==> src/rtl/led_blink_ctrl_pkg.sv <==
// Shared types and constants for the status-LED sequencing controller.
package led_ctrl_pkg;

    typedef enum logic [2:0] {
        StIdle,
        StSolid,
        StBlinkOn,
        StBlinkOff,
        StBurstOn,
        StBurstOff
    } state_t;

    localparam logic [1:0] MODE_OFF   = 2'b00;
    localparam logic [1:0] MODE_SOLID = 2'b01;
    localparam logic [1:0] MODE_BLINK = 2'b10;
    localparam logic [1:0] MODE_BURST = 2'b11;

    function automatic logic led_of(state_t s);
        return s inside {StSolid, StBlinkOn, StBurstOn};
    endfunction

    function automatic logic busy_of(state_t s);
        return s inside {StBurstOn, StBurstOff};
    endfunction

    // States whose duration is set by the prescaler.
    function automatic logic timed_of(state_t s);
        return s inside {StBlinkOn, StBlinkOff, StBurstOn, StBurstOff};
    endfunction

endpackage

==> src/rtl/led_blink_ctrl_if.sv <==
// Control/status bundle between the switch decode logic and the LED controller.
interface led_blink_if;
    logic       en;
    logic [1:0] mode;
    logic [3:0] burst_len;
    logic       start;
    logic       led;
    logic       busy;
    logic       done;

    modport master (
        output en, mode, burst_len, start,
        input  led, busy, done
    );

    modport slave (
        input  en, mode, burst_len, start,
        output led, busy, done
    );
endinterface

==> src/rtl/led_blink_ctrl_prescaler.sv <==
// Phase timer: flags the last cycle of each HALF_PERIOD-long on/off phase.
module blink_prescaler #(
    parameter int unsigned HALF_PERIOD = 10_000_000
) (
    input  logic clk,
    input  logic reset,
    input  logic clr,
    input  logic run,
    output logic phase_end
);
    localparam int unsigned CNT_W = (HALF_PERIOD > 1) ? $clog2(HALF_PERIOD) : 1;

    logic [CNT_W-1:0] cnt_q;

    always_ff @(posedge clk) begin
        if (!reset) begin
            cnt_q <= '0;
        end else if (clr || !run) begin
            cnt_q <= '0;
        end else begin
            cnt_q <= cnt_q + CNT_W'(1);
        end
    end

    assign phase_end = run && (cnt_q == CNT_W'(HALF_PERIOD - 1));
endmodule

==> src/rtl/led_blink_ctrl.sv <==
// Status-LED sequencer: off, solid, continuous blink or a counted burst of blinks.
module led_blink_ctrl
    import led_ctrl_pkg::*;
#(
    parameter int unsigned HALF_PERIOD = 10_000_000
) (
    input  logic        clk,
    input  logic        reset,
    led_blink_if.slave  bus
);
    state_t     state_q, state_d;
    logic [3:0] remaining_q, remaining_d;
    logic       led_q, busy_q, done_q, done_d;
    logic       phase_end;
    logic       clr;

    blink_prescaler #(
        .HALF_PERIOD (HALF_PERIOD)
    ) u_prescaler (
        .clk       (clk),
        .reset     (reset),
        .clr       (clr),
        .run       (timed_of(state_q)),
        .phase_end (phase_end)
    );

    // Restart phase timing on every state change.
    assign clr = (state_d != state_q);

    always_comb begin
        state_d     = state_q;
        remaining_d = remaining_q;
        done_d      = 1'b0;
        if (!bus.en) begin
            state_d = StIdle;
        end else begin
            unique case (state_q)
                StIdle: begin
                    if (bus.mode == MODE_SOLID) begin
                        state_d = StSolid;
                    end else if (bus.mode == MODE_BLINK) begin
                        state_d = StBlinkOn;
                    end else if (bus.mode == MODE_BURST && bus.start && bus.burst_len != 4'd0) begin
                        state_d     = StBurstOn;
                        remaining_d = bus.burst_len;
                    end
                end
                StSolid: begin
                    if (bus.mode != MODE_SOLID) state_d = StIdle;
                end
                StBlinkOn: begin
                    if (bus.mode != MODE_BLINK) state_d = StIdle;
                    else if (phase_end)         state_d = StBlinkOff;
                end
                StBlinkOff: begin
                    if (bus.mode != MODE_BLINK) state_d = StIdle;
                    else if (phase_end)         state_d = StBlinkOn;
                end
                StBurstOn: begin
                    if (phase_end) state_d = StBurstOff;
                end
                StBurstOff: begin
                    if (phase_end) begin
                        if (remaining_q == 4'd1) begin
                            state_d = StIdle;
                            done_d  = 1'b1;
                        end else begin
                            remaining_d = remaining_q - 4'd1;
                            state_d     = StBurstOn;
                        end
                    end
                end
                default: state_d = StIdle;
            endcase
        end
    end

    // Outputs are registered alongside the state, so they always match its decode.
    always_ff @(posedge clk) begin
        if (!reset) begin
            state_q     <= StIdle;
            remaining_q <= 4'd0;
            led_q       <= 1'b0;
            busy_q      <= 1'b0;
            done_q      <= 1'b0;
        end else begin
            state_q     <= state_d;
            remaining_q <= remaining_d;
            led_q       <= led_of(state_d);
            busy_q      <= busy_of(state_d);
            done_q      <= done_d;
        end
    end

    assign bus.led  = led_q;
    assign bus.busy = busy_q;
    assign bus.done = done_q;
endmodule

==> src/flat_wrapper.sv <==
// flat-port wrapper written by rule: the top's interface ports become plain ports
module led_blink_ctrl_flat import led_ctrl_pkg::*;
#(
    parameter int unsigned HALF_PERIOD = 10_000_000
)
  (clk, reset, bus_en, bus_mode, bus_burst_len, bus_start, bus_led, bus_busy, bus_done);
  led_blink_if bus_i ();
  input  logic clk;
  input  logic reset;
  input wire logic [$bits(bus_i.en)-1:0] bus_en;
  input wire logic [$bits(bus_i.mode)-1:0] bus_mode;
  input wire logic [$bits(bus_i.burst_len)-1:0] bus_burst_len;
  input wire logic [$bits(bus_i.start)-1:0] bus_start;
  output wire logic [$bits(bus_i.led)-1:0] bus_led;
  output wire logic [$bits(bus_i.busy)-1:0] bus_busy;
  output wire logic [$bits(bus_i.done)-1:0] bus_done;
  assign bus_i.en = bus_en;
  assign bus_i.mode = bus_mode;
  assign bus_i.burst_len = bus_burst_len;
  assign bus_i.start = bus_start;
  assign bus_led = bus_i.led;
  assign bus_busy = bus_i.busy;
  assign bus_done = bus_i.done;
  led_blink_ctrl #(.HALF_PERIOD(HALF_PERIOD)) u_core (.clk(clk), .reset(reset), .bus(bus_i));
endmodule
==> config.mk <==
export PLATFORM = sky130hd
export DESIGN_NAME = led_blink_ctrl_flat
export DESIGN_NICKNAME = d
export VERILOG_FILES = /design/src/rtl/led_blink_ctrl_pkg.sv /design/src/rtl/led_blink_ctrl_if.sv /design/src/rtl/led_blink_ctrl_prescaler.sv /design/src/rtl/led_blink_ctrl.sv /design/src/flat_wrapper.sv
export SDC_FILE = /design/constraint.sdc
export NUM_CORES = 1
export LEC_CHECK = 0
export CAP_MARGIN = 20
export CORE_AREA = 8 8 103 96
export CTS_CLUSTER_SIZE = 14
export DETAILED_ROUTE_END_ITERATION = 16
export DIE_AREA = 0 0 111 104
export GPL_ROUTABILITY_DRIVEN = 0
export MAX_ROUTING_LAYER = met4
export SLEW_MARGIN = 20
export SYNTH_ARGS = -nofsm -noshare
export SYNTH_HDL_FRONTEND = slang
export SYNTH_SLANG_ARGS = --single-unit
export TNS_END_PERCENT = 1
==> constraint.sdc <==
create_clock -name clk -period 1.9 [get_ports clk]
set_clock_uncertainty 0.1 [all_clocks]
set_input_delay 0.38 -clock clk [delete_from_list [all_inputs] [get_ports clk]]
set_output_delay 0.38 -clock clk [all_outputs]
set_load 0.01 [all_outputs]
Word level (Yosys, flattened, before mapping)
Cells that the tools add are included.

operators by class
  add/sub/neg operators = 2
  $mul = 0
  div/mod/pow operators = 0
  magnitude comparators = 0
  equal/unequal tests = 22
  shift-type cells = 0
  muxes and demuxes = 20
  bitwise logic cells = 1
  reduce and logical (&&, ||, !) cells = 14

operators by type and width
  operator                                             number
  two-way mux 3 bit                                    12
  adder 24 x 1 -> 24 bit, second input constant        1
  equality test 24 bit, second input constant          1
  two-way mux 4 bit                                    5
  one-hot mux 3 bit (6 select lines)                   1
  equality test 3 bit, second input constant           4
  equality test 3 x 2 -> 1 bit, second input constant  3
  != test 2 bit, second input constant                 4
  one-hot mux 4 bit (2 select lines)                   1
  nonzero test 4 bit                                   2
  AND reduction 7 bit                                  1
  equality test 3 x 1 -> 1 bit, second input constant  2
  != test 2 x 1 -> 1 bit, second input constant        3
  equality test 2 bit, second input constant           2
  equality test 4 x 1 -> 1 bit, second input constant  1
  AND reduction 4 bit                                  1
  nonzero test 2 bit                                   2
  subtractor 4 x 1 -> 4 bit, second input constant     1
  logical AND 1 bit                                    3
  zero test 3 bit                                      1
  != test 3 bit                                        1
  nonzero test 3 bit                                   1
  equality test 2 x 1 -> 1 bit, second input constant  1
  OR reduction 2 bit                                   1
  4 further kinds                                      4

storage, ports and cells
  register bits = 34
  latch bits = 0
  bits in writable memories = 0
  memory bits (read-only) = 0
  output and inout bits = 3
  word-level logic and storage cells = 65
  memories = 0

Longest topological paths before layout
Gate-level depths: netlist of the first run.

  depth after elaboration = 11
  gate-level depth with buffers = 7
  mapped depth without buffers = 7

Hierarchy
A second synthesis of the first run with hierarchy kept.

unflattened totals
  cells, all modules = 211
  area total of the unflattened synthesis = 1799.2 µm²

modules (own cells, without submodules)
  module           times used  cells each  area each (µm²)  sequential area each (µm²)
  blink_prescaler  1           130         1139.8           480.5
  led_blink_ctrl   1           81          659.4            200.2

Worst setup path before layout of the first run
OpenSTA, ideal clock, no wires.

  path kind = flip-flop to flip-flop
  from = register u_core.u_prescaler.cnt_q[0]
  to = register u_core.u_prescaler.cnt_q[16]
  library setup time = 122 ps
  data arrival time = 1554 ps
  required time = 1678 ps
  slack = 124 ps
  cell stages (with the launch flop) = 8
  path buffers = 1
  clock period less this slack = 1776 ps
  cell sequence = dfxtp_1 ha_1 nand2_1 nor4_4 nand2_2 a21oi_4 buf_4 nor3_1

on the way
  cells in the longest elaborated chain, start to end = 9
  elaborated cells on any way between the ends = 14

RTL lines
  element                               line                                        RTL
  start: declaration                    led_blink_ctrl_prescaler.sv:13              logic [CNT_W-1:0] cnt_q;
  start signal: assignment              led_blink_ctrl_prescaler.sv:21              cnt_q <= cnt_q + CNT_W'(1);
  equality test 24 bit                  led_blink_ctrl_prescaler.sv:25              assign phase_end = run && (cnt_q == CNT_W'(HALF_PERIOD - 1));
  logical AND 1 bit                     led_blink_ctrl_prescaler.sv:25
  two-way mux 3 bit (on tied branches)  led_blink_ctrl.sv:57, led_blink_ctrl.sv:53
  two-way mux 3 bit (on tied branches)  led_blink_ctrl.sv:56, led_blink_ctrl.sv:52
  one-hot mux 3 bit (6 select lines)    led_blink_ctrl.sv:37                        unique case (state_q)
  two-way mux 3 bit                     led_blink_ctrl.sv:34                        if (!bus.en) begin
  != test 3 bit                         led_blink_ctrl.sv:28                        assign clr = (state_d != state_q);
  logical OR 1 bit                      led_blink_ctrl_prescaler.sv:18              end else if (clr || !run) begin
  OR reduction 2 bit (no line)          -

Several ways; a longest one is shown, not always the timed one.
A chain may end at the register's enable or synchronous reset.

Worst setup path in the final report of the first run
  from = register u_core.u_prescaler.cnt_q[18]
  to = register u_core.u_prescaler.cnt_q[7]

on the way
  cells in the longest elaborated chain, start to end = 9
  elaborated cells on any way between the ends = 13

RTL lines
  element                               line
  equality test 24 bit *                led_blink_ctrl_prescaler.sv:25
  logical AND 1 bit *                   led_blink_ctrl_prescaler.sv:25
  two-way mux 3 bit (on tied branches)  led_blink_ctrl.sv:57, led_blink_ctrl.sv:53
  two-way mux 3 bit (on tied branches)  led_blink_ctrl.sv:56, led_blink_ctrl.sv:52
  one-hot mux 3 bit (6 select lines) *  led_blink_ctrl.sv:37
  two-way mux 3 bit *                   led_blink_ctrl.sv:34
  != test 3 bit *                       led_blink_ctrl.sv:28
  logical OR 1 bit *                    led_blink_ctrl_prescaler.sv:18
  OR reduction 2 bit (no line) *        -

Every way passes the cells marked *; elsewhere a longest branch is shown, timed or not.

==> summary.md, run 1 <==
| Metric | Value |
|---|---|
| Status | finished with violations |
| Failing checks | setup timing |
| Post-Syn Nets | 229 |
| Pwr/cell area | 521 nW/um^2 |
| Clock sinks | 34 |
| IO Pins | 13 |
| Max Slew Vio Count | 0 |
| Yosys warning count | 0 |
| EDFF count, synth | 0 |
| Diode count | 0 |
| Non-Filler Cell Area, Final | 2640 um^2 |
| Worst path required time | 1.97 ns |
| DR iter-0 viols | 70 |
| Relative slew slack | 70.3% |
| Mean Syn Cell Area | 9.17 um^2 |
| Sw Pwr | 307 uW |
| Routed Antenna Nets | 0 |
| CP Cell Sequence | nor4_2 > and4_1 > nand2_2 > a21oi_4 > clkbuf_16 > nor3_1 |
| Die W | 111 um |
| Worst-margin pin slew | 0.441 ns |
| DR WL/cell | 13.1 um |
| RSZ-0062 raised after global routing | true |
| # nets final | 267 |
| Die area | 11500 um^2 |
| Vias in the first global route | 1627 |
| CTS Hold Buffers Added | 0 |
| Yosys top cell by area | dfxtp_1 |
| Peak VDD IR | 0.199 mV |
| Fmax | 525 MHz |
| Max FO, Critical Path | 6 |
| Commonest cells in the synthesized netlist | dfxtp_1, nor3_1, nand2_1 |
| Die Y-Extent | 104 um |
| Clock network fraction of total power | 39.5% |
| Largest net degree at the start of global routing | 26 |
| DP Wirelength | 3.19 mm |
| Max stage delay on crit path | 0.36 ns |
| Via count | 1675 |
| Final setup vio count | 4 |
| Worst Setup Start Kind | flop |
| Synthesized instance count | 216 |
| Via density | 4.69 |
| Area growth syn-to-layout | 33.2% |
| Internal Power | 1.07 mW |
| Fin. Hold Viols | 0 |
| Synthesized area | 1980 um^2 |
| Sequential share of the synthesized area | 34.4% |
| FF+latch count, synth | 34 |
| Fin crit period | 1.90 ns |
| Leak | 0.877 nW |
| Fin worst setup slack | -0.00326 ns |
| Unique masters post-synth | 51 |
| Sequential share of power | 52.5% |
| DRC viols | 0 |
| Async set or reset register ratio after synthesis | 0% |
| Num CTS Buffers | 5 |
| Detailed Route WL | 4.68 mm |
| Initial DRT Pass Iterations | 4 |
| Gr usage total | 7.90% |
| Combinational Power Share | 8.0% |
| Worst slack, placed | -0.258 ns |
| Core area | 8210 um^2 |
| Initial Util | 24.1% |
| Clk buf depth | 2 |
| Top-count cell post-synth | dfxtp_1 |
| Setup crit end kind | flop |
| Tcrit/Tclk final | 100% |
| CTS tree | done |
| Design Power | 1.37 mW |
| Area share of the largest cell type after synthesis | 34.4% |
| Slowest CP cell | nor4_2 |
| First-pass GRT wire length | 7.58 mm |
| # rows | 32 |
| PortBufs | 12 |
| Sw Ratio | 22.4% |
| Post-Place Cell Area | 2360 um^2 |
| CTS root buf | clkbuf_8 |
| Worst min path class | flop to flop |
| CP Class | flop to flop |
| Arr. time, crit path | 1.97 ns |
| Clock latency on the worst-skew pair | 0.28 ns |
| H-Tree Depth | 2 |
| Reg clk slew, reported paths | 0.07 ns |
| Layout cells sized above 1 | 31.4% |
| Initial antenna violation count | 0 |
| Synth Flop Type | dfxtp_1 |
| Grt total ovfl | 0 |
| Synth top area cells | dfxtp_1, xnor2_1, nor3_1, xor2_1, nand2_1 |
| Maxcap violations | 0 |
-- cells by family after synthesis --
group	count (synthesis)	synth area share, %
AND/OR/NAND/NOR	107	37.0
buffers and inverters	18	4.48
multiplexers	1	0.505
flip-flops	34	34.4
AO/OA/AOI/OAI	28	10.7
adder cells (fa/ha/maj)	3	1.90
XOR/XNOR	25	11.1
-- metal layers --
metal / up-vias / GRT usage (%) / part of all wire, %
li1: 858 / - / -
met1: 794 / 10.1 / 49
met2: 18 / 11.5 / 47
met3: 5 / 1.61 / 2.2
met4: 0 / 3.76 / 1.9
met5: - / - / 0
-- repair_timing --
action                                  in CTS  in global routing
endpoints found under the setup margin       1                 32
setup buffers                                0                  3
cloned                                       0                  3
resized for setup                            0                 25
pin swaps                                    1                  5
-- sequential cells by signal (all words and copies together), names as in the netlist --
signal                    flops
u_core.state_q                3
u_core.remaining_q            4
u_core.bus.led                1
u_core.u_prescaler.cnt_q     24
u_core.bus.done               1
u_core.bus.busy               1
-- worst paths after layout --
kind              slack (ns)  cells past startpoint                    startpoint                          end
hold reg to reg         0.35                      1   u_core.u_prescaler.cnt_q[0]  u_core.u_prescaler.cnt_q[0]
hold / removal          0.35                      1   u_core.u_prescaler.cnt_q[0]  u_core.u_prescaler.cnt_q[0]
setup reg to reg      -0.003                      6  u_core.u_prescaler.cnt_q[18]  u_core.u_prescaler.cnt_q[7]
setup / recovery      -0.003                      6  u_core.u_prescaler.cnt_q[18]  u_core.u_prescaler.cnt_q[7]
-- power by group through the flow --
stage / combinational, mW / sequential [mW] / clock, mW
CTS: 0.104 / 0.722 / 0.562
floorplan: 0.0520 / 0.737 / 0
global route: 0.121 / 0.721 / 0.601
detailed placement: 0.103 / 0.738 / 0
global placement: 0.102 / 0.739 / 0
finish: 0.110 / 0.722 / 0.542
-- critical path, delay by kind of cell (launching register included) --
family / cells / cell delay [ns]
buffers and inverters: 1 / 0.21
DFF: 1 / 0.35
AOI/OAI and AO/OA: 1 / 0.28
and+or+nand+nor: 4 / 0.84
-- layout by cell type (no fill, tap or decap), drive strengths merged, types with 2 or more instances in the layout --
master	Yosys	routed
xor2	11	11
clkdlybuf4s50	0	12
nor3	30	30
o21a	2	2
buf	8	26
nand2	21	21
o221ai	2	2
xnor2	14	14
nand2b	5	5
nand3	9	9
or2	2	2
inv	9	9
a21oi	3	3
nor3b	3	3
a21boi	2	2
nor4b	3	3
nor2	9	9
or3	2	2
clkbuf	1	9
and4	2	2
o21ai	7	7
nand4	4	4
nor4	11	11
o211ai	4	4
dfxtp	34	34
o22ai	3	3
ha	3	3
-- layout make-up --
class | instances | area (um^2)
clock buffer | 7 | 86.3
fill | 822 | 5570
multi-input combinational | 164 | 1300
sequential | 34 | 688
tap | 102 | 128
timing repair buffer | 40 | 394
clock inverter | 1 | 5.00
inverter | 9 | 33.8
-- through the flow --
| stage | utilization [%] | setup TNS (ns) | instances | hold WS, ns |
|---|---|---|---|---|
| 2_1_floorplan | - | 0 | 216 | 0.333 |
| 3_3_place_gp | 28.8 | -5.46 | 343 | 0.353 |
| 3_5_place_dp | 28.8 | -6.86 | 343 | 0.361 |
| 4_1_cts | 29.9 | 0 | 351 | 0.370 |
| 5_1_grt | 32.1 | -0.788 | 357 | 0.368 |
| 6_report | 32.1 | -0.00842 | 357 | 0.351 |
No activity file was read; power rests on OpenSTA's default activity.
==> run 2, diff against run 1 <==
Settings changed: PLACE_DENSITY_LB_ADDON from default to 0.25.
==> run 2 against run 1 <==
Net effect:
- the run now ends clean
- die area unchanged
- count of clock-buffer cells in the layout fell by 1
- clock power down 3%
- critical path depth grew 1
- wire length increased by 5.5%
- critical path type unchanged
- largest cell class unchanged
- highest routed layer unchanged
==> summary.md, run 2 (same netlist as run 1, synthesis figures left out) <==
| Metric | Value |
|---|---|
| Status | finished clean |
| Num CTS Buffers | 5 (unchanged) |
| Internal Power | 1.06 mW (-0.90%) |
| Max FO, Critical Path | 5 (-1) |
| Flop-to-flop setup slack | 0.04 ns (+0.04 ns) |
| Commonest cells after routing, fill and taps aside | buf_4, dfxtp_1, nor3_1 |
| Area growth syn-to-layout | 39.0% |
| Filler Cell Count | 838 (+1.9%) |
| Layout cells sized above 1 | 35.6% (+4.2 points) |
| Pwr/cell area | 494 nW/um^2 (-5.1%) |
| Worst Setup Start Kind | flop |
| Max reg flops | 24 (unchanged) |
| Most flops, register | u_core.u_prescaler.cnt_q |
| Initial DRT Pass Iterations | 4 (unchanged) |
| Peak VDD IR | 0.245 mV (+24%) |
| Detailed Route WL | 4.94 mm (+5.5%) |
| Fin worst setup slack | 0.0352 ns (+0.0385 ns) |
| Area occupied by registers | 684 um^2 (-0.55%) |
| Gr usage total | 9.16% (+1.3 points) |
| Max Slew Vio Count | 0 (unchanged) |
| Routed Antenna Nets | 0 (unchanged) |
| CTS tree | done |
| Via density | 4.60 (-1.9%) |
| Sw Pwr | 304 uW (-1.2%) |
| DR WL/cell | 13.0 um (-0.86%) |
| Clock latency on the worst-skew pair | 0.28 ns (about the same) |
| Design Power | 1.36 mW (-0.96%) |
| Die Y-Extent | 104 um (unchanged) |
| Core area | 8210 um^2 (unchanged) |
| Fmax | 536 MHz (+2.1%) |
| Tcrit/Tclk final | 98.1% (-2.0 points) |
| Fin crit period | 1.86 ns (-0.0385 ns) |
| Final setup vio count | 0 (-4) |
| Worst-margin pin slew | 0.457 ns (+0.0155 ns) |
| Sw Ratio | 22.3% (-0.051 points) |
| Worst min path class | flop to flop |
| Vias in the first global route | 1750 (+7.6%) |
| Setup crit end kind | flop |
| Reg clk slew, reported paths | 0.06 ns (about the same) |
| Relative slew slack | 69.1% (-1.2 points) |
| Initial Util | 24.1% (unchanged) |
| Largest net degree at the start of global routing | 26 (unchanged) |
| Worst path required time | 2.02 ns (+0.05 ns) |
| CP Class | flop to flop |
| Initial antenna violation count | 0 (unchanged) |
| Arr. time, crit path | 1.98 ns (about the same) |
| Via count | 1749 (+4.4%) |
| CTS root buf | clkbuf_8 |
| Worst Path Buf+Inv | 1 (unchanged) |
| RSZ-0062 raised after global routing | true |
| Grt total ovfl | 0 (unchanged) |
| Area of the multi-input gates | 1300 um^2 (-0.48%) |
| DP Wirelength | 3.52 mm (+10%) |
| Min Hold Slack | 0.415 ns (+0.0639 ns) |
| PortBufs | 12 (unchanged) |
| Die W | 111 um (unchanged) |
| IO Pins | 13 (unchanged) |
| Combinational Power Share | 8.6% (+0.6 points) |
| Clk buf depth | 2 (unchanged) |
| # rows | 32 (unchanged) |
| H-Tree Depth | 2 (unchanged) |
| Slowest CP cell | nor4_4 |
| Maxcap violations | 0 (unchanged) |
| Most common cell after layout, fill and taps aside | buf_4 |
| Biggest regs | u_core.u_prescaler.cnt_q: 24 flops, u_core.remaining_q: 4 flops, u_core.state_q: 3 flops |
| Leak | 0.978 nW (+11%) |
| DRC viols | 0 (unchanged) |
| Sequential share of power | 52.9% (+0.4 points) |
| CP Cell Sequence | ha_2 > nand2_1 > nor4_4 > nand2_4 > buf_6 > a311oi_2 > o221a_1 |
| Crit path max-delay family | simple AND/OR/NAND/NOR gates |
| # nets final | 292 (+9.4%) |
| Max stage delay on crit path | 0.36 ns (about the same) |
| Worst slack, placed | -0.420 ns (-0.162 ns) |
| Die area | 11500 um^2 (unchanged) |
| Clock network fraction of total power | 38.5% (-1.0 points) |
| First-pass GRT wire length | 8.70 mm (+15%) |
| Clock sinks | 34 (unchanged) |
| Diode count | 0 (unchanged) |
| DR iter-0 viols | 83 (+19%) |
| Setup TNS | 0 ns (+0.00842 ns) |
| Fin. Hold Viols | 0 (unchanged) |
| CTS Hold Buffers Added | 0 (unchanged) |
## run 2: final timing paths
path | cells after the start | to | from
max | 7 | u_core.bus.led | u_core.u_prescaler.cnt_q[0]
min reg2reg | 2 | u_core.remaining_q[3] | u_core.remaining_q[3]
max reg2reg | 7 | u_core.bus.led | u_core.u_prescaler.cnt_q[0]
min | 2 | u_core.remaining_q[3] | u_core.remaining_q[3]
## run 2: power groups by stage
stage          combinational (mW)  clock, mW  sequential (mW)
2_1_floorplan              0.0520          0            0.737
3_3_place_gp                0.111          0            0.736
3_5_place_dp                0.110          0            0.736
4_1_cts                     0.113      0.555            0.720
5_1_grt                     0.127      0.596            0.720
6_report                    0.117      0.524            0.720
## run 2: timing repair
item / 4_1_cts / 5_1_grt
gates cloned: 1 / 0
gates resized for setup: 12 / 9
buffers inserted: 3 / 1
pin swaps: 3 / 4
endpoints found under the setup margin: 30 / 32
## run 2: area by class of cell
type | instances | area share, %
multi-input cells | 165 | 47.1
flip-flops and latches | 34 | 24.9
repair buffers | 64 | 19.1
well taps | 102 | 4.64
clock buffers | 6 | 3.00
inverters | 9 | 1.23
## run 2: routing by layer
layer | up-vias | part of all wire, % | track usage, %
li1 | 904 | - | -
met1 | 828 | 50 | 11.7
met2 | 12 | 47 | 14.2
met3 | 5 | 1.8 | 1.73
met4 | 0 | 1.3 | 2.89
met5 | - | 0 | -
## run 2: per-stage QoR
step,std cells,utilization (%),instance area (um^2)
finish,380,33.5,2750
global route,380,33.5,2750
CTS,379,33.1,2710
detailed placement,369,31.0,2550
global placement,369,31.0,2550
floorplan,216,-,1980
## run 2: worst register-to-register path: cells and delay by family, from the launching register on
| kind | cells | cell delay (ns) |
|---|---|---|
| buf+inv | 1 | 0.15 |
| compound gates | 2 | 0.43 |
| fa+ha+maj | 1 | 0.19 |
| flops | 1 | 0.34 |
| simple gates | 3 | 0.59 |
==> run 3, diff against run 2 <==
Settings changed: ABC_AREA from default to 1, PLACE_DENSITY_LB_ADDON 0.25 to 0.1, SLEW_MARGIN 20 to default.
==> run 3 against run 2 <==
Net effect:
- global-route usage fell by 0.68 points
- clock power fell by 2%
- utilization up 1.0 points
- flip-flop and latch count is the same
==> summary.md, run 3 <==
| Metric | Value |
|---|---|
| Dpl cells | 428 (+16%) |
| Synth Flop Type | dfxtp_1 |
| Most frequent CP cell | nand2_2 |
| Fin crit period | 1.89 ns (+0.0221 ns) |
| Maxcap violations | 0 (unchanged) |
| Slowest CP cell | clkdlybuf4s50_1 |
| Async set or reset register ratio after synthesis | 0% (unchanged) |
| Crit path max-delay family | simple AND/OR/NAND/NOR gates |
| Detailed Route WL | 4.57 mm (-7.6%) |
| Arr. time, crit path | 2.01 ns (+0.03 ns) |
| Design Power | 1.34 mW (-1.3%) |
| DP Wirelength | 3.54 mm (+0.65%) |
| Die W | 111 um (unchanged) |
| CTS root buf | clkbuf_8 |
| Unique masters post-synth | 26 (-49%) |
| Synth top area cells | dfxtp_1, nor2_4, inv_1, nand2_1, xor2_1 |
| Peak VDD IR | 0.214 mV (-13%) |
| Final setup vio count | 0 (unchanged) |
| Core area | 8210 um^2 (unchanged) |
| Top-count cell post-synth | inv_1 |
| # nets final | 350 (+20%) |
| Clock sinks | 34 (unchanged) |
| Gr usage total | 8.48% (-0.68 points) |
| Worst slack, placed | -0.300 ns (+0.120 ns) |
| Worst Setup Start Kind | input pin |
| CP Cell Sequence | clkdlybuf4s50_1 > inv_1 > nand2_1 > o21ai_0 > nand3_2 > nand2_2 > nand2_4 > nand2_2 > nand2_2 > nor2_4 > nand2_4 > buf_12 > nor2_4 |
| Diode count | 0 (unchanged) |
| Area growth syn-to-layout | 42.8% |
| Grt total ovfl | 0 (unchanged) |
| RSZ-0062 raised after global routing | true |
| H-Tree Depth | 2 (unchanged) |
| # rows | 32 (unchanged) |
| Die area | 11500 um^2 (unchanged) |
| Clk buf depth | 2 (unchanged) |
| Worst Path Buf+Inv | 3 (+2) |
| Synthesized instance count | 262 (+21%) |
| Initial Util | 24.2% (+0.076 points) |
| Tcrit/Tclk final | 99.3% (+1.2 points) |
| Worst path required time | 2.02 ns (about the same) |
| FF+latch count, synth | 34 (unchanged) |
| CP Class | input pin to flop |
| Initial antenna violation count | 0 (unchanged) |
| Most flops, register | u_core.u_prescaler.cnt_q |
| Yosys top cell by area | dfxtp_1 |
| DRC viols | 0 (unchanged) |
| CTS tree | done |
| Post-route insts no fill | 439 (+16%) |
| Most common cell after layout, fill and taps aside | buf_4 |
| Max FO, Critical Path | 6 (+1) |
| Relative slew slack | 81.0% (+12 points) |
| Yosys warning count | 0 (unchanged) |
| DR WL/cell | 10.4 um (-20%) |
| Layout cells sized above 1 | 36.8% (+1.2 points) |
| Max Slew Vio Count | 0 (unchanged) |
| Initial DRT Pass Iterations | 4 (unchanged) |
| Setup crit end kind | flop |
| Setup TNS | 0 ns (unchanged) |
| Worst-margin pin slew | 0.282 ns (-0.175 ns) |
| Vias in the first global route | 1797 (+2.7%) |
| Via density | 4.00 (-13%) |
| Sequential share of the synthesized area | 34.3% (-0.11 points) |
| Worst min path class | flop to flop |
| Max stage delay on crit path | 0.42 ns (+0.06 ns) |
| Commonest cells after routing, fill and taps aside | buf_4, inv_1, nand2_1 |
| Max reg flops | 24 (unchanged) |
| PortBufs | 12 (unchanged) |
| Fin. Hold Viols | 0 (unchanged) |
| Fmax | 530 MHz (-1.2%) |
| Pwr/cell area | 473 nW/um^2 (-4.3%) |
| Commonest cells in the synthesized netlist | inv_1, nand2_1, dfxtp_1 |
| DR iter-0 viols | 32 (-61%) |
| Area share of the largest cell type after synthesis | 34.3% (-0.11 points) |
| Clock latency on the worst-skew pair | 0.28 ns (about the same) |
| Synthesized area | 1990 um^2 (+0.32%) |
| Die Y-Extent | 104 um (unchanged) |
| Via count | 1755 (+0.34%) |
| Mean Syn Cell Area | 7.58 um^2 (-17%) |
| IO Pins | 13 (unchanged) |
| Fin worst setup slack | 0.0131 ns (-0.0221 ns) |
| Status | finished clean |
| Reg clk slew, reported paths | 0.07 ns (about the same) |
| EDFF count, synth | 0 (unchanged) |
| Post-Syn Nets | 275 (+20%) |
| Num CTS Buffers | 5 (unchanged) |
| Leak | 1.12 nW (+14%) |
| Largest net degree at the start of global routing | 11 (-58%) |
| First-pass GRT wire length | 8.01 mm (-7.9%) |
| Biggest regs | u_core.u_prescaler.cnt_q: 24 flops, u_core.remaining_q: 4 flops, u_core.state_q: 3 flops |
| Routed Antenna Nets | 0 (unchanged) |
==> run 3: changes by cell type in the layout (fill, tap and decap cells not counted), moves of 5 or more <==
cell,change
nand2_2,+8
nand2b_1,-5
nor2_1,+14
nand2_1,+22
inv_1,+33
nor2_2,+6
nor2_4,+23
nor3_1,-18
buf_4,+5
nand3_1,+8
xnor2_1,-9
==> run 3: power breakdown <==
part | internal (mW) | leakage [nW] | total, mW | switching (mW)
combinational | 0.0566 | 0.795 | 0.108 | 0.0510
clock | 0.246 | 0.0438 | 0.512 | 0.266
sequential | 0.719 | 0.276 | 0.723 | 0.00396
==> run 3: worst paths after layout <==
| path | startpoint | to | slack, ns | cells past startpoint |
|---|---|---|---|---|
| setup / recovery | bus_mode[0] | u_core.u_prescaler.cnt_q[20] | 0.01 | 13 |
| hold / removal | u_core.remaining_q[1] | u_core.remaining_q[1] | 0.42 | 2 |
| setup reg to reg | u_core.u_prescaler.cnt_q[1] | u_core.u_prescaler.cnt_q[20] | 0.03 | 16 |
| hold reg to reg | u_core.remaining_q[1] | u_core.remaining_q[1] | 0.42 | 2 |
==> run 3: repair_timing <==
action,CTS,global route
endpoints found under the setup margin,29,29
pin swaps,11,8
gates resized for setup,19,12
hold buffers,0,0
setup buffers,3,1
cloned,0,0
==> run 3: cells by family (layout without fill, tap and decap cells) <==
kind of cell             Yosys count  in the layout  synth area share (%)
AND/OR/NAND/NOR                  140            140                  40.0
AO/OA/AOI/OAI                     20             20                  5.42
adder cells (fa/ha/maj)            3              3                  1.89
XOR/XNOR                          18             18                  7.93
buffers and inverters             47            122                  10.5
flip-flops                        34             34                  34.3
==> run 3: per-layer routing <==
metal	up-vias	global-route usage, %	wire length [um]
met1	774	10.2	2310
met3	2	2.31	139
met2	17	13.7	2090
met5	-	-	0
li1	962	-	-
met4	0	2.03	24
==> run 3: final cells by class <==
cell class                 instances  area [um^2]
multi-input combinational        181         1180
sequential                        34          686
timing repair buffer              70          596
fill                             881         5370
tap                              102          128
inverter                          45          171
clock inverter                     2         10.0
clock buffer                       5         68.8
==> run 3: worst reg2reg max path, cell delays in order, from the launching register on <==
cell and delay (ns):
dfxtp_2 0.37, ha_4 0.15, nand3_4 0.08, inv_4 0.08
nand3_1 0.09, inv_2 0.08, nand2_2 0.06, nand2_2 0.06
nand3_2 0.06, nand2_2 0.09, nand2_4 0.05, nand2_2 0.05
nand2_2 0.06, nor2_4 0.09, nand2_4 0.09, buf_12 0.16
nor2_4 0.09
==> run 3: stage by stage <==
| step | utilization, % | cell area, um^2 | hold WS (ns) |
|---|---|---|---|
| 5_1_grt | 34.6 | 2840 | 0.454 |
| 3_3_place_gp | 32.1 | 2640 | 0.408 |
| 2_1_floorplan | - | 1990 | 0.318 |
| 3_5_place_dp | 32.1 | 2640 | 0.416 |
| 6_report | 34.6 | 2840 | 0.419 |
| 4_1_cts | 34.2 | 2810 | 0.428 |
==> patch (settings of run 1) <==
Reset style: asynchronous (`reset`), changed in 2 clocked blocks.
--- a/src/rtl/led_blink_ctrl_prescaler.sv
+++ b/src/rtl/led_blink_ctrl_prescaler.sv
@@ -12,7 +12,7 @@
 
     logic [CNT_W-1:0] cnt_q;
 
-    always_ff @(posedge clk) begin
+    always_ff @(posedge clk or negedge reset) begin
         if (!reset) begin
             cnt_q <= '0;
         end else if (clr || !run) begin
--- a/src/rtl/led_blink_ctrl.sv
+++ b/src/rtl/led_blink_ctrl.sv
@@ -76,7 +76,7 @@
     end
 
     // Outputs are registered alongside the state, so they always match its decode.
-    always_ff @(posedge clk) begin
+    always_ff @(posedge clk or negedge reset) begin
         if (!reset) begin
             state_q     <= StIdle;
             remaining_q <= 4'd0;
Function: differs if reset is asserted again (counterexample within 4 cycles, from zero or initial values and one cycle with reset low); with reset held inactive, the same outputs for 10 cycles.
==> patch against run 1 <==
The run still ends with setup timing left; synthesized area fell by 6.4%; sequential cell count did not move; setup slack got worse by 0.12 ns; critical path depth fell by 1; non-clock buffer count rose by 15; global-route usage fell by 0.41 points; wire length fell by 15%; power rose by 14%; utilization fell by 0.88 points; cell area fell by 2.8%; largest power group unchanged.
==> patch: results (changes against run 1) <==
Switching Share -> 23.4% (+1.1 points)
Synth area leaders -> dfrtp_1, xor2_1, nor2_1
Wirelength, routed -> 3.97 mm (-15%)
Synth Area in Adders -> 2.02% (+0.13 points)
Gate Count Post-Synth -> 187 (-13%)
Setup WS pre-CTS -> -0.560 ns (-0.302 ns)
M1 wire length -> 1.99 mm (-13%)
All-Layer GR Usage -> 7.49% (-0.41 points)
Crit path to -> u_core.remaining_q[0]
LEAKAGE -> 1.09 nW (+25%)
Share of layout cells above drive strength 1 -> 28.9% (-2.5 points)
Sequential-to-total area share from yosys stat -> 45.9% (+12 points)
Multi-input gate share of total cell area -> 39.1% (-10 points)
Clock-cell share -> 4.29% (+0.83 points)
Commonest cells in the netlist -> dfrtp_1, nor2_1, xor2_1
PostCTS Resize Cnt -> 5 (+5)
Critical-path top delay cell -> or4_4
Syn_nets -> 200 (-13%)
Comb_multi_in -> 144 (-12%)
Post-synthesis xor/xnor area fraction -> 11.3% (+0.28 points)
Plain + repair buffers -> 55 (+38%)
Final WS setup -> -0.119 ns (-0.115 ns)
Final hold slack -> 0.400 ns (+0.0485 ns)
DP HPWL -> 2.86 mm (-10%)
Via density -> 4.39 (-6.5%)
Max VDD drop -> 210 uV (+5.5%)
Buffering overhead -> 17.7% (+2.8 points)
DR WL met2 -> 1.77 mm (-20%)
Compound-Gate Fraction of Synth Area -> 8.50% (-2.2 points)
Post-Place Cells -> 339 (-1.2%)
Largest net degree at the start of global routing -> 35 (+35%)
Multiplexer share of the synthesized area -> 0.607% (+0.10 points)
Post-route insts no fill -> 348 (-2.5%)
Layout Nets -> 258 (-3.4%)
Hold WC Path Type -> in2async
CP max stage delay -> 0.56 ns (+0.20 ns)
Comb group -> 0.168 mW (+53%)
Combinational power share -> 10.7% (+2.7 points)
Outcome -> complete, but fails checks
Final number of setup-violating endpoints -> 29 (+25)
Failing checks -> setup timing
Placed cell areas -> 2400 sq um (+1.5%)
DR iter-0 viols -> 75 (+7.1%)
[patch: cell count changes in the layout (fill, tap and decap cells not counted), sizes merged, moves of 4 or more]
cell | run 1 | this run
inv | 9 | 5
nand2b | 5 | 1
nor3 | 30 | 7
o211ai | 4 | 0
dfrtp | 0 | 34
dfxtp | 34 | 0
buf | 26 | 43
xor2 | 11 | 17
nand3 | 9 | 13
nand2 | 21 | 16
xnor2 | 14 | 7
nor4 | 11 | 3
nor2 | 9 | 33
[patch: routing by layer]
| metal | up-vias | track usage (%) |
|---|---|---|
| met5 | - | - |
| met4 | 0 | 3.18 |
| met3 | 8 | 2.36 |
| met2 | 21 | 10.8 |
| met1 | 730 | 9.42 |
| li1 | 767 | - |
[patch: per-stage QoR]
stage / TNS (ns) / util [%]
finish: -0.876 / 31.3
global placement: -6.53 / 29.2
detailed placement: -5.69 / 29.2
CTS: -1.49 / 30.8
global route: -3.35 / 31.3
floorplan: -0.987 / -
